**config.mk**
```make
export PLATFORM = sky130hd
export DESIGN_NAME = alu_sequencer
export DESIGN_NICKNAME = d
export VERILOG_FILES = /design/src/rtl/alu_sequencer.sv
export SDC_FILE = /design/constraint.sdc
export NUM_CORES = 1
export LEC_CHECK = 0
export CAP_MARGIN = 20
export CELL_PAD_IN_SITES_DETAIL_PLACEMENT = 0
export CELL_PAD_IN_SITES_GLOBAL_PLACEMENT = 1
export CORE_MARGIN = 3
export CORE_UTILIZATION = 30
export CTS_CLUSTER_DIAMETER = 200
export DETAILED_ROUTE_END_ITERATION = 8
export HOLD_SLACK_MARGIN = 0.1
export PLACE_DENSITY_LB_ADDON = 0.3
export SYNTH_ARGS = -nofsm -noshare
export SYNTH_HDL_FRONTEND = slang
export SYNTH_SLANG_ARGS = --single-unit
```
**constraint.sdc**
```tcl
create_clock -name clk -period 2.2 [get_ports clk]
set_clock_uncertainty 0.2 [all_clocks]
set_input_delay 0.22 -clock clk [delete_from_list [all_inputs] [get_ports clk]]
set_output_delay 0.22 -clock clk [all_outputs]
set_load 0.005 [all_outputs]
```
**src/rtl/alu_sequencer.sv**
```systemverilog
// ALU operation sequencer: accepts one request, feeds operand A then B to an
// external ALU over a shared bus, enables the ALU result in EXEC, captures
// it, and holds it in RESP until the consumer accepts it.
module alu_sequencer #(
    parameter int DATA_W = 8
) (
    input  logic              clk,
    input  logic              async_reset_n,
    input  logic              req_valid,
    output logic              req_ready,
    input  logic [1:0]        req_op,
    input  logic [DATA_W-1:0] req_a,
    input  logic [DATA_W-1:0] req_b,
    output logic [DATA_W-1:0] bus_out,
    output logic              bus_drive,
    output logic [2:0]        alu_en,
    output logic [3:0]        alu_func,
    input  logic [DATA_W-1:0] alu_result,
    output logic              rsp_valid,
    input  logic              rsp_ready,
    output logic [DATA_W-1:0] rsp_data,
    output logic              busy,
    output logic [7:0]        ops_count
);

    typedef enum logic [2:0] {
        IDLE   = 3'd0,
        LOAD_A = 3'd1,
        LOAD_B = 3'd2,
        EXEC   = 3'd3,
        RESP   = 3'd4
    } state_t;

    state_t            state;
    logic [1:0]        op_q;
    logic [DATA_W-1:0] a_q;
    logic [DATA_W-1:0] b_q;
    logic [DATA_W-1:0] rsp_data_q;
    logic [7:0]        ops_count_q;

    // State machine, operand latch, result capture and completion counter
    always_ff @(posedge clk or negedge async_reset_n) begin
        if (!async_reset_n) begin
            state       <= IDLE;
            op_q        <= 2'b00;
            a_q         <= '0;
            b_q         <= '0;
            rsp_data_q  <= '0;
            ops_count_q <= 8'd0;
        end else begin
            case (state)
                IDLE: begin
                    if (req_valid) begin
                        op_q  <= req_op;
                        a_q   <= req_a;
                        b_q   <= req_b;
                        state <= LOAD_A;
                    end
                end
                LOAD_A: state <= LOAD_B;
                LOAD_B: state <= EXEC;
                EXEC: begin
                    // Raw sample: overflow/borrow already wrapped by the ALU
                    rsp_data_q <= alu_result;
                    state      <= RESP;
                end
                RESP: begin
                    if (rsp_ready) begin
                        ops_count_q <= ops_count_q + 8'd1;
                        state       <= IDLE;
                    end
                end
                default: state <= IDLE;
            endcase
        end
    end

    // Outputs decode from state only, so none depend on req_valid/rsp_ready
    always_comb begin
        req_ready = 1'b0;
        busy      = 1'b1;
        bus_drive = 1'b0;
        bus_out   = '0;
        alu_en    = 3'b000;
        alu_func  = 4'b0000;
        rsp_valid = 1'b0;
        case (state)
            IDLE: begin
                req_ready = 1'b1;
                busy      = 1'b0;
            end
            LOAD_A: begin
                bus_drive = 1'b1;
                bus_out   = a_q;
                alu_en    = 3'b001;
                alu_func  = {2'b00, op_q};
            end
            LOAD_B: begin
                bus_drive = 1'b1;
                bus_out   = b_q;
                alu_en    = 3'b010;
                alu_func  = {2'b00, op_q};
            end
            EXEC: begin
                alu_en   = 3'b100;
                alu_func = {2'b00, op_q};
            end
            RESP: rsp_valid = 1'b1;
            default: busy = 1'b1;
        endcase
    end

    assign rsp_data  = rsp_data_q;
    assign ops_count = ops_count_q;

endmodule

```
### Word level (Yosys, flattened, before mapping)

Index checks and enable logic that the tools add are counted.

| storage, ports and cells | value |
|---|---|
| register bits after elaboration | 37 |
| input port bits | 30 |
| output and inout bits | 35 |
| logic and storage cells | 29 |

| cells by class | value |
|---|---|
| add/subtract/negate cells | 1 |
| eq/ne operators | 6 |
| mux-type cells | 10 |
| reductions and logical operators | 6 |

Operators by type and width:

| cell | count |
|---|---|
| $pmux W8 S2 | 1 |
| $pmux W3 S5 | 1 |
| $pmux W3 S3 | 1 |
| $add A8 B1 Y8 const B | 1 |
| $eq A3 B2 Y1 const B | 2 |
| $mux W3 | 2 |
| $reduce_and A2 Y1 | 3 |
| $mux W1 | 4 |
| $ne A2 B2 Y1 const B | 2 |
| $eq A3 B1 Y1 const B | 1 |
| $eq A3 B3 Y1 const B | 1 |
| $logic_not A3 Y1 | 1 |
| $reduce_or A3 Y1 | 1 |
| $mux W2 | 1 |
| $reduce_or A2 Y1 | 1 |

### Depth between registers and ports, before layout

Gate-level depths: netlist of run 1.

| depth | value |
|---|---|
| depth after elaboration | 3 |
| gate-level depth with buffers | 6 |
| gate-level depth less buffers | 4 |

### Least setup slack after synthesis of run 1

No wires, ideal clock.

| timing | value |
|---|---|
| path type | register -> register |
| from | register state[1] |
| to | register a_q[0] |
| setup time | 0.125 ns |
| data arrival time | 1.386 ns |
| required time | 1.875 ns |
| setup slack | 0.489 ns |
| stages on the path, launching flop included | 6 |
| buffers on the path | 2 |
| period minus slack after synthesis | 1.711 ns |
| path through | dfrtp_1 -> nor3_2 -> and2_4 -> buf_12 -> buf_12 -> mux2_4 |

| on the way | value |
|---|---|
| word-level cells in the longest chain between the ends | 2 |

RTL lines:

| what | line | RTL |
|---|---|---|
| from (decl) | 34 | `state_t state;` |
| from (signal assigned) | 44 | `state <= IDLE;` |
| from (signal assigned) | 57 | `state <= LOAD_A;` |
| from (signal assigned) | 60 | `LOAD_A: state <= LOAD_B;` |
| $logic_not A3 Y1 | 51 | `case (state)` |
| $reduce_and A2 Y1 (no line) | n/a |  |
| to (signal assigned) | 55 | `a_q <= req_a;` |
| to (decl) | 36 | `logic [DATA_W-1:0] a_q;` |

No other way between the ends.
A chain may end at the register's enable or synchronous reset.

### Worst setup path in the final report of run 1

| timing | value |
|---|---|
| from | register state[1] |
| to | output req_ready |

| on the way | value |
|---|---|
| word-level cells in the longest chain between the ends | 2 |

RTL lines:

| what | line | RTL |
|---|---|---|
| $logic_not A3 Y1 | 87 | `case (state)` |
| $mux W1 | 87 |  |
| to (decl) | 10 | `output logic req_ready,` |

No other way between the ends.

==> results of run 1 <==
[flip-flops by register name (all words and copies together), names as in the netlist]
signal and count:
rsp_data 8, state 3, b_q 8, a_q 8, op_q 2, ops_count 8
[critical path, stage by stage, from the launching register on]
cell and delay (ns):
dfrtp_2 0.44, buf_4 0.16, nor3_2 0.25, clkdlybuf4s50_1 0.55
[through the flow]
stage / area (um2) / setup WS (ns) / hold slack (ns) / total power, mW
4_1_cts: 2500 / 0.00103 / 0.278 / 3.41
2_1_floorplan: 1660 / 0.489 / -0.276 / 2.02
3_3_place_gp: 2320 / 0.283 / 0.159 / 2.75
3_5_place_dp: 2320 / 0.202 / 0.173 / 2.79
5_1_grt: 2500 / 0.00663 / 0.300 / 3.58
6_report: 2500 / 0.101 / 0.273 / 3.36
[layout make-up]
type	count	area, um2	share of cell area
Tap cell	70	87.6	0.0350
Clock buffer	7	96.3	0.0385
Sequential cell	37	928	0.371
Multi-Input combinational cell	69	661	0.264
Inverter	3	11.3	0.00450
Timing Repair Buffer	75	716	0.286
Clock inverter	1	5.00	0.00200
[cells by family (layout without fill, tap and decap cells)]
| logic type | Yosys count | after routing | share of synthesized area |
|---|---|---|---|
| and+or+nand+nor | 23 | 23 | 0.0897 |
| buffers and inverters | 12 | 86 | 0.0550 |
| adders and majority gates | 1 | 1 | 0.00753 |
| xor gates and xnor gates | 7 | 7 | 0.0369 |
| DFF | 37 | 37 | 0.558 |
| other | 1 | 2 | 0.00226 |
| AOI/OAI and AO/OA | 9 | 9 | 0.0452 |
| muxes | 27 | 27 | 0.206 |
[power groups by stage]
stage          Combinational, mW  Sequential (mW)  Clock (mW)
2_1_floorplan              0.858             1.16           0
3_3_place_gp                1.56             1.19           0
3_5_place_dp                1.58             1.21           0
4_1_cts                     1.68             1.20       0.532
5_1_grt                     1.78             1.24       0.559
6_report                    1.65             1.19       0.510
[metal layers]
layer,track usage,vias to the layer above,wire (um)
met1,0.148,568,1560
li1,-,555,-
met5,0,-,0
met3,0.0348,5,168
met4,0.0405,0,45
met2,0.211,27,2010
[Yosys cell counts (all sizes together)]
library cell,number,area (um2)
nand3b,1,7.51
and3,1,6.26
dfrtp,37,926
nor2,2,7.51
buf,9,80.1
o21ai,1,5.00
ha,1,12.5
inv,3,11.3
nor3b,4,30.0
conb,1,3.75
a22o,8,70.1
nand2,3,11.3
nand3,2,10.0
and2,2,15.0
and4,1,8.76
mux2,27,342
and4bb,1,12.5
nand4,2,12.5
or2,2,12.5
xnor2,6,52.6
xor2,1,8.76
nor3,2,15.0
[timing repair]
action                     CTS  global route
hold buffers                 1             0
pin swaps                    1             1
setup endpoints to repair    9             2
buffers inserted             7             0
resized for setup           16             2
hold endpoints to repair    37             0
gates cloned                 1             0
[final timing paths]
| check | start | to | depth (start not counted) |
|---|---|---|---|
| max reg2reg | state[1] | b_q[7] | 4 |
| min | ops_count[7] | ops_count[7] | 1 |
| min reg2reg | ops_count[7] | ops_count[7] | 1 |
| min in group asynchronous | async_reset_n | rsp_data[0] | 2 |
| max | state[1] | req_ready | 3 |
| max in group asynchronous | async_reset_n | state[1] | 2 |
==> impl_metrics.prom, run 1 <==
# TYPE chip_impl_metric gauge
chip_impl_info{name="hold_class",value="reg2reg"} 1
chip_impl_metric{name="place.gp.congestion",unit=""} 0.660
chip_impl_metric{name="num_antenna_cells",unit=""} 0
chip_impl_metric{name="pwr_density_cell",unit="mW/mm2"} 1340
chip_impl_metric{name="yosysWarnings",unit=""} 0
chip_impl_metric{name="total_switching_power",unit="uW"} 977
chip_impl_info{name="grt_setup_unrepaired",value="false"} 1
chip_impl_metric{name="post-route-min-period",unit="ns"} 2.10
chip_impl_metric{name="timing_hold_violations_final",unit=""} 0
chip_impl_info{name="commonest_non_fill_non_tap_cells_in_the_layout",value="clkdlybuf4s50_1 (52), dfrtp_1 (35), mux2_2 (17), mux2_4 (10), buf_4 (10)"} 1
chip_impl_metric{name="grt_max_degree",unit=""} 38
chip_impl_info{name="final_common_cell",value="clkdlybuf4s50_1"} 1
chip_impl_info{name="worstSetupStartpointType",value="flip-flop"} 1
chip_impl_metric{name="via_per_inst",unit=""} 4.41
chip_impl_metric{name="grt_use_total",unit=""} 0.123
chip_impl_metric{name="power.internal",unit="mW"} 2.38
chip_impl_metric{name="tritoncts_num_sinks",unit=""} 37
chip_impl_metric{name="dr.first_iter.drc_count",unit=""} 42
chip_impl_metric{name="synth_cells",unit=""} 117
chip_impl_metric{name="floorplan.die_area",unit="mm2"} 0.00646
chip_impl_info{name="cp-end-kind",value="output port"} 1
chip_impl_metric{name="detailroute.via_count",unit=""} 1155
chip_impl_metric{name="worst_pin_slew",unit="ns"} 0.811
chip_impl_metric{name="route.antenna.remaining_nets",unit=""} 0
chip_impl_metric{name="relSlewSlack",unit=""} 0.459
chip_impl_metric{name="drt_wl_total",unit="um"} 3780
chip_impl_metric{name="cts.htree.levels",unit=""} 2
chip_impl_metric{name="number_of_buffers_created_by_cts",unit=""} 5
chip_impl_metric{name="fillerInstances",unit=""} 493
chip_impl_info{name="ctsRootBufferMaster",value="clkbuf_8"} 1
chip_impl_metric{name="via_count_of_the_first_global_routing_pass",unit=""} 1191
chip_impl_metric{name="power_frac_seq",unit=""} 0.355
chip_impl_metric{name="buffer_ports.inserted",unit=""} 62
chip_impl_metric{name="post-place-cells",unit=""} 245
chip_impl_metric{name="clkSlewWorstSetupHoldPaths",unit="ns"} 0.07
chip_impl_metric{name="clk_latency",unit="ns"} 0.28
chip_impl_metric{name="final_core_utilization",unit=""} 0.478
chip_impl_metric{name="detailedPlacementHpwl",unit="um"} 2710
chip_impl_metric{name="period_share",unit=""} 0.954
chip_impl_metric{name="setup_violations",unit=""} 0
chip_impl_metric{name="timing.critical_path.arrival",unit="ns"} 1.68
chip_impl_metric{name="final_layout_size_suffix_gt1_frac",unit=""} 0.297
chip_impl_metric{name="p_clk_frac",unit=""} 0.152
chip_impl_metric{name="num-nets-final",unit=""} 222
chip_impl_metric{name="floorplan.initialDensity",unit=""} 0.317
chip_impl_metric{name="antenna_found_initial",unit=""} 0
chip_impl_metric{name="gr-total-overflow",unit=""} 0
chip_impl_metric{name="area_growth",unit="%"} 50.9
chip_impl_metric{name="stdcell_count",unit=""} 262
chip_impl_metric{name="netlist_area",unit="mm2"} 0.00166
chip_impl_metric{name="p_leak",unit="nW"} 1.12
chip_impl_metric{name="totalNegativeSetupSlack",unit="ns"} 0
chip_impl_metric{name="core",unit="mm2"} 0.00524
chip_impl_metric{name="synth_seq_cells",unit=""} 37
chip_impl_metric{name="ctsLongestPathBuffers",unit=""} 2
chip_impl_metric{name="grt_pass1_wl",unit="um"} 6030
chip_impl_metric{name="yosysUniqueCellTypes",unit=""} 27
chip_impl_info{name="run_status",value="complete, no violations"} 1
chip_impl_metric{name="maxCapViolCount",unit=""} 0
chip_impl_metric{name="die_width",unit="um"} 80.4
chip_impl_metric{name="rows",unit=""} 26
chip_impl_metric{name="avgRoutedWirePerCell",unit="um"} 14.4
chip_impl_metric{name="timing.final.max_slew_violations",unit=""} 0
chip_impl_metric{name="worstPathRequired",unit="ns"} 1.78
chip_impl_metric{name="synth.yosys.seq_area_share",unit=""} 0.558
chip_impl_metric{name="ir_worst_vdd",unit="mV"} 0.492
chip_impl_metric{name="share_comb_of_total_power",unit=""} 0.493
chip_impl_metric{name="setup.reg_to_reg.worst_slack",unit="ns"} 0.26
chip_impl_metric{name="power.share.switching",unit=""} 0.291
chip_impl_metric{name="synthesis.area_per_instance",unit="um2"} 14.2
chip_impl_metric{name="worst-path-max-fanout",unit=""} 4
chip_impl_metric{name="die_h",unit="um"} 80.4
chip_impl_metric{name="remaining_drc_errors",unit=""} 0
chip_impl_metric{name="fmax",unit="GHz"} 0.476
chip_impl_info{name="critical_path_class",value="reg2out"} 1
chip_impl_metric{name="io_pins",unit=""} 65
chip_impl_info{name="tritoncts_clock_tree",value="built"} 1
chip_impl_metric{name="drt_first_pass_iters",unit=""} 4
(Power assumes the default switching activity.)
==> run 2: changes to the inputs <==
REMOVE_ABC_BUFFERS = 1   (was default)
==> impl_metrics.prom, run 2 (same netlist as run 1, synthesis figures left out) <==
# TYPE chip_impl_metric gauge
chip_impl_metric{name="worst_pin_slew",unit="ns"} 0.821
chip_impl_metric{name="final_layout_size_suffix_gt1_frac",unit=""} 0.306
chip_impl_metric{name="grt_max_degree",unit=""} 38
chip_impl_metric{name="relSlewSlack",unit=""} 0.452
chip_impl_metric{name="setup_violations",unit=""} 0
chip_impl_metric{name="drt_wl_total",unit="um"} 3730
chip_impl_metric{name="grt_pass1_wl",unit="um"} 6110
chip_impl_metric{name="route.antenna.remaining_nets",unit=""} 0
chip_impl_metric{name="clkSlewWorstSetupHoldPaths",unit="ns"} 0.07
chip_impl_metric{name="ir_worst_vdd",unit="mV"} 0.743
chip_impl_info{name="tritoncts_clock_tree",value="built"} 1
chip_impl_info{name="final_common_cell",value="clkdlybuf4s50_1"} 1
chip_impl_metric{name="antenna_found_initial",unit=""} 0
chip_impl_metric{name="pre_cts_setup_slack",unit="ns"} 0.256
chip_impl_metric{name="core",unit="mm2"} 0.00524
chip_impl_metric{name="die_width",unit="um"} 80.4
chip_impl_info{name="cp-end-kind",value="output port"} 1
chip_impl_metric{name="finalPower",unit="mW"} 3.64
chip_impl_metric{name="remaining_drc_errors",unit=""} 0
chip_impl_metric{name="post-route-min-period",unit="ns"} 2.19
chip_impl_metric{name="drt_first_pass_iters",unit=""} 4
chip_impl_metric{name="timing.final.max_slew_violations",unit=""} 0
chip_impl_info{name="run_status",value="complete, no violations"} 1
chip_impl_metric{name="num-nets-final",unit=""} 223
chip_impl_metric{name="final_core_utilization",unit=""} 0.495
chip_impl_metric{name="num_antenna_cells",unit=""} 0
chip_impl_metric{name="via_count_of_the_first_global_routing_pass",unit=""} 1275
chip_impl_info{name="commonest_non_fill_non_tap_cells_in_the_layout",value="clkdlybuf4s50_1 (54), dfrtp_1 (35), mux2_2 (17), mux2_4 (10), buf_4 (10)"} 1
chip_impl_metric{name="grt_use_total",unit=""} 0.123
chip_impl_metric{name="pwr_density_cell",unit="mW/mm2"} 1400
chip_impl_info{name="worstSetupStartpointType",value="flip-flop"} 1
chip_impl_info{name="grt_setup_unrepaired",value="true"} 1
chip_impl_metric{name="area_growth",unit="%"} 56.1
chip_impl_metric{name="maxCapViolCount",unit=""} 0
chip_impl_metric{name="via_per_inst",unit=""} 4.43
chip_impl_metric{name="post-place-cells",unit=""} 246
chip_impl_metric{name="io_pins",unit=""} 65
chip_impl_metric{name="number_of_buffers_created_by_cts",unit=""} 5
chip_impl_info{name="worst_setup_path_startpoint",value="state[2]"} 1
chip_impl_metric{name="stdcell_count",unit=""} 263
chip_impl_metric{name="avgRoutedWirePerCell",unit="um"} 14.2
chip_impl_metric{name="fmax",unit="GHz"} 0.456
chip_impl_metric{name="period_share",unit=""} 0.997
chip_impl_metric{name="worst-path-max-fanout",unit=""} 5
chip_impl_metric{name="detailedPlacementHpwl",unit="um"} 2590
chip_impl_metric{name="floorplan.die_area",unit="mm2"} 0.00646
chip_impl_info{name="ctsRootBufferMaster",value="clkbuf_8"} 1
chip_impl_metric{name="floorplan.initialDensity",unit=""} 0.317
chip_impl_metric{name="ctsLongestPathBuffers",unit=""} 2
chip_impl_info{name="critical_path_class",value="reg2out"} 1
chip_impl_metric{name="rows",unit=""} 26
chip_impl_info{name="timing.hold.worst.start",value="ops_count[7]"} 1
chip_impl_metric{name="detailroute.via_count",unit=""} 1166
chip_impl_metric{name="die_h",unit="um"} 80.4
chip_impl_metric{name="worstPathRequired",unit="ns"} 1.78
chip_impl_metric{name="gr-total-overflow",unit=""} 0
chip_impl_info{name="hold_class",value="reg2reg"} 1
chip_impl_metric{name="cts.htree.levels",unit=""} 2
chip_impl_metric{name="timing.critical_path.arrival",unit="ns"} 1.77
chip_impl_info{name="worstReg2RegStart",value="state[1]"} 1
chip_impl_metric{name="clk_latency",unit="ns"} 0.29
chip_impl_metric{name="tritoncts_num_sinks",unit=""} 37
chip_impl_metric{name="whs",unit="ns"} 0.272
chip_impl_metric{name="dr.first_iter.drc_count",unit=""} 35
chip_impl_metric{name="timing_hold_violations_final",unit=""} 0
chip_impl_metric{name="place.gp.congestion",unit=""} 0.687
chip_impl_metric{name="p_leak",unit="nW"} 1.20
chip_impl_metric{name="setup_ws",unit="ns"} 0.00584
chip_impl_metric{name="buffer_ports.inserted",unit=""} 62
run 2: changes by cell type in the layout (fill, tap and decap cells not counted), sizes merged:
cell,delta
buf,+1
clkbuf,-2
dlygate4sd2,-7
clkdlybuf4s50,+2
dlymetal6s2s,+5
bufinv,+2
run 2: worst paths after layout:
check                                     to  slack, ns  cells past startpoint
worst max-delay path              bus_out[4]      0.006                      4
worst min-delay path            ops_count[7]       0.27                      1
worst max register to register       op_q[1]       0.31                      4
worst min register to register  ops_count[7]       0.27                      1
max in group asynchronous           state[2]       0.86                      2
min in group asynchronous             a_q[4]       0.37                      2
run 2: layout make-up:
cell class / count / area, um2
sequential: 37 / 928
inverter: 3 / 11.3
fill: 469 / 2650
tap: 70 / 87.6
multi-input combinational: 69 / 683
timing repair buffer: 76 / 748
clock buffer: 5 / 68.8
clock inverter: 3 / 65.1
run 2: critical path: stages (launching register included):
cell	delay (ns)
dfrtp_2	0.45
nor3b_4	0.26
buf_6	0.16
a22o_1	0.13
clkdlybuf4s50_1	0.50
run 2: where the power goes:
| group | switching, mW | internal [mW] | leakage (nW) | total (mW) |
|---|---|---|---|---|
| combinational | 0.573 | 1.19 | 0.687 | 1.76 |
| sequential | 0.202 | 0.989 | 0.449 | 1.19 |
| clock | 0.238 | 0.450 | 0.0681 | 0.689 |
| total | 1.01 | 2.63 | 1.20 | 3.64 |
run 2: through the flow:
step | instance area [um2] | TNS (ns)
floorplan | 1580 | 0
global placement | 2320 | 0
detailed placement | 2320 | 0
CTS | 2490 | 0
global route | 2590 | -0.211
finish | 2590 | 0
run 2: layer usage:
layer,GRT usage,vias to the layer above,part of all wire
li1,-,556,-
met1,0.152,569,0.44
met2,0.200,36,0.50
met3,0.0404,5,0.050
met4,0.0473,0,0.011
met5,0,-,0
run 2: what timing repair did:
item / CTS / global route
pin swaps: 1 / 2
setup endpoints to repair: 9 / 9
buffers inserted: 2 / 4
hold endpoints to repair: 37 / 0
resized for setup: 4 / 19
hold buffers: 1 / 0
cloned: 1 / 1
==> run 3: changes to the inputs <==
CORE_ASPECT_RATIO = 0.5   (was default)
==> impl_metrics.prom, run 3 (same netlist as run 1, synthesis figures left out) <==
# TYPE chip_impl_metric gauge
chip_impl_metric{name="relSlewSlack",unit=""} 0.453
chip_impl_info{name="critical_path_class",value="reg2out"} 1
chip_impl_metric{name="use_met2",unit=""} 0.199
chip_impl_metric{name="period_share",unit=""} 1.00
chip_impl_info{name="cp_slowest_cell",value="clkdlybuf4s50_1"} 1
chip_impl_metric{name="remaining_drc_errors",unit=""} 0
chip_impl_metric{name="dr.first_iter.drc_count",unit=""} 27
chip_impl_metric{name="clkSlewWorstSetupHoldPaths",unit="ns"} 0.07
chip_impl_metric{name="maxCapViolCount",unit=""} 0
chip_impl_metric{name="layout.cell_area.non_filler",unit="mm2"} 0.00251
chip_impl_metric{name="core",unit="mm2"} 0.00513
chip_impl_info{name="worstSetupStartpointType",value="flip-flop"} 1
chip_impl_info{name="crit_chain",value="nor3b_4 -> buf_4 -> a22o_1 -> clkdlybuf4s50_1"} 1
chip_impl_metric{name="reg2regPathDepth",unit=""} 4
chip_impl_metric{name="ctsLongestPathBuffers",unit=""} 2
chip_impl_metric{name="setup.reg_to_reg.worst_slack",unit="ns"} 0.30
chip_impl_metric{name="whs",unit="ns"} 0.279
chip_impl_metric{name="post-route-min-period",unit="ns"} 2.20
chip_impl_info{name="grt_setup_unrepaired",value="true"} 1
chip_impl_info{name="crit_family",value="buffers and inverters"} 1
chip_impl_metric{name="die_h",unit="um"} 58.6
chip_impl_metric{name="crit_path_max_incr_delay",unit="ns"} 0.49
chip_impl_metric{name="via_per_inst",unit=""} 4.42
chip_impl_metric{name="pre_cts_setup_slack",unit="ns"} 0.245
chip_impl_info{name="worstReg2RegStart",value="state[1]"} 1
chip_impl_metric{name="number_of_buffers_created_by_cts",unit=""} 5
chip_impl_info{name="cp-end-kind",value="output port"} 1
chip_impl_metric{name="grt_use_total",unit=""} 0.117
chip_impl_metric{name="avgRoutedWirePerCell",unit="um"} 14.0
chip_impl_metric{name="floorplan.initialDensity",unit=""} 0.323
chip_impl_metric{name="detailedPlacementHpwl",unit="um"} 2540
chip_impl_info{name="run_status",value="finished with violations"} 1
chip_impl_metric{name="timing.final.max_slew_violations",unit=""} 0
chip_impl_metric{name="gr-total-overflow",unit=""} 0
chip_impl_metric{name="num_antenna_cells",unit=""} 0
chip_impl_metric{name="timing.critical_path.arrival",unit="ns"} 1.78
chip_impl_info{name="worst_setup_path_startpoint",value="state[1]"} 1
chip_impl_info{name="tritoncts_clock_tree",value="built"} 1
chip_impl_metric{name="fillerInstances",unit=""} 489
chip_impl_metric{name="path_buf_inv",unit=""} 2
chip_impl_info{name="global_route.peak_usage_layer",value="met2"} 1
chip_impl_metric{name="drt_first_pass_iters",unit=""} 4
chip_impl_metric{name="use_met1",unit=""} 0.143
chip_impl_metric{name="drt_wl_total",unit="um"} 3680
chip_impl_metric{name="worst-path-max-fanout",unit=""} 5
chip_impl_metric{name="final_layout_size_suffix_gt1_frac",unit=""} 0.307
chip_impl_metric{name="via_count_of_the_first_global_routing_pass",unit=""} 1269
chip_impl_metric{name="antenna_found_initial",unit=""} 0
chip_impl_metric{name="route.antenna.remaining_nets",unit=""} 0
chip_impl_metric{name="place.gp.congestion",unit=""} 0.696
chip_impl_info{name="commonest_non_fill_non_tap_cells_in_the_layout",value="clkdlybuf4s50_1 (55), dfrtp_1 (34), mux2_2 (17), buf_4 (12), mux2_4 (10)"} 1
chip_impl_info{name="regToRegEndpoint",value="op_q[1]"} 1
chip_impl_metric{name="p_leak",unit="nW"} 1.11
chip_impl_metric{name="io_pins",unit=""} 65
chip_impl_metric{name="tritoncts_num_sinks",unit=""} 37
chip_impl_metric{name="final_core_utilization",unit=""} 0.488
chip_impl_metric{name="num-nets-final",unit=""} 222
chip_impl_metric{name="grt_pass1_wl",unit="um"} 6080
chip_impl_info{name="hold_class",value="reg2reg"} 1
chip_impl_metric{name="rows",unit=""} 18
chip_impl_metric{name="floorplan.die_area",unit="mm2"} 0.00652
chip_impl_metric{name="worst_pin_slew",unit="ns"} 0.821
chip_impl_metric{name="clk_latency",unit="ns"} 0.28
chip_impl_metric{name="finalPower",unit="mW"} 3.35
chip_impl_metric{name="timing_hold_violations_final",unit=""} 0
chip_impl_metric{name="grt_max_degree",unit=""} 38
chip_impl_metric{name="buffer_ports.inserted",unit=""} 62
chip_impl_metric{name="timing.critical_path.depth",unit=""} 4
chip_impl_metric{name="globalRouteMet3Util",unit=""} 0.0421
chip_impl_metric{name="die_width",unit="um"} 111
chip_impl_info{name="final_common_cell",value="clkdlybuf4s50_1"} 1
chip_impl_metric{name="area_growth",unit="%"} 50.9
chip_impl_metric{name="cts.htree.levels",unit=""} 2
chip_impl_info{name="setup.worst_path.end",value="bus_out[1]"} 1
chip_impl_info{name="violated_checks",value="setup timing"} 1
chip_impl_metric{name="pwr_density_cell",unit="mW/mm2"} 1340
chip_impl_metric{name="worstPathRequired",unit="ns"} 1.78
chip_impl_metric{name="setup_violations",unit=""} 2
chip_impl_metric{name="ir_worst_vdd",unit="mV"} 0.471
chip_impl_metric{name="detailroute.via_count",unit=""} 1157
chip_impl_metric{name="setup_ws",unit="ns"} -0.000791
chip_impl_metric{name="fmax",unit="GHz"} 0.454
chip_impl_info{name="ctsRootBufferMaster",value="clkbuf_8"} 1
chip_impl_metric{name="place_area",unit="mm2"} 0.00232
==> run 3: cell types whose count changed in the layout (fill, tap and decap cells not counted), sizes merged <==
cell,delta
clkdlybuf4s50,+1
bufinv,-2
dlymetal6s2s,-5
clkbuf,+1
dlygate4sd2,+4
clkinv,+1
buf,-1
==> run 3: cell type report <==
class	instances	area, um2	area share
Clock inverter	2	10.0	0.00399
Timing Repair Buffer	75	712	0.284
Sequential cell	37	930	0.371
Multi-Input combinational cell	69	683	0.273
Tap cell	70	87.6	0.0349
Clock buffer	6	72.6	0.0290
Inverter	3	11.3	0.00449
==> run 3: worst min path at each step <==
stage                     slack [ns]           from            to  depth (start not counted)
final                           0.28   ops_count[7]  ops_count[7]                          1
after global routing            0.30   ops_count[7]  ops_count[7]                          1
after CTS                       0.28   ops_count[7]  ops_count[7]                          1
after detailed placement        0.16  async_reset_n  ops_count[0]                          1
after global placement          0.16  async_reset_n  ops_count[0]                          1
after floorplan                -0.28  async_reset_n        a_q[0]                          0
==> run 3: metrics by stage <==
step | std cells | TNS, ns
6_report | 262 | -0.00107
5_1_grt | 262 | -0.241
4_1_cts | 261 | 0
3_5_place_dp | 245 | 0
3_3_place_gp | 245 | 0
2_1_floorplan | 109 | 0
==> run 3: layer usage <==
layer	wire [um]	vias up
li1	-	552
met1	1680	578
met2	1770	25
met3	201	2
met4	23	0
met5	0	-
==> run 3: timing repair <==
action                                  4_1_cts  5_1_grt
hold endpoints to repair                     37        0
endpoints found under the setup margin        9        6
hold buffers                                  1        0
setup buffers                                 5        1
gates cloned                                  2        0
resized for setup                            12        8
pin swaps                                     2        2
==> run 3: where the power goes <==
group          switching [mW]  leakage, nW  total, mW  internal (mW)
clock                   0.230       0.0450      0.450          0.219
sequential              0.213        0.448       1.20          0.990
combinational           0.557        0.616       1.70           1.14
total                    1.00         1.11       3.35           2.35
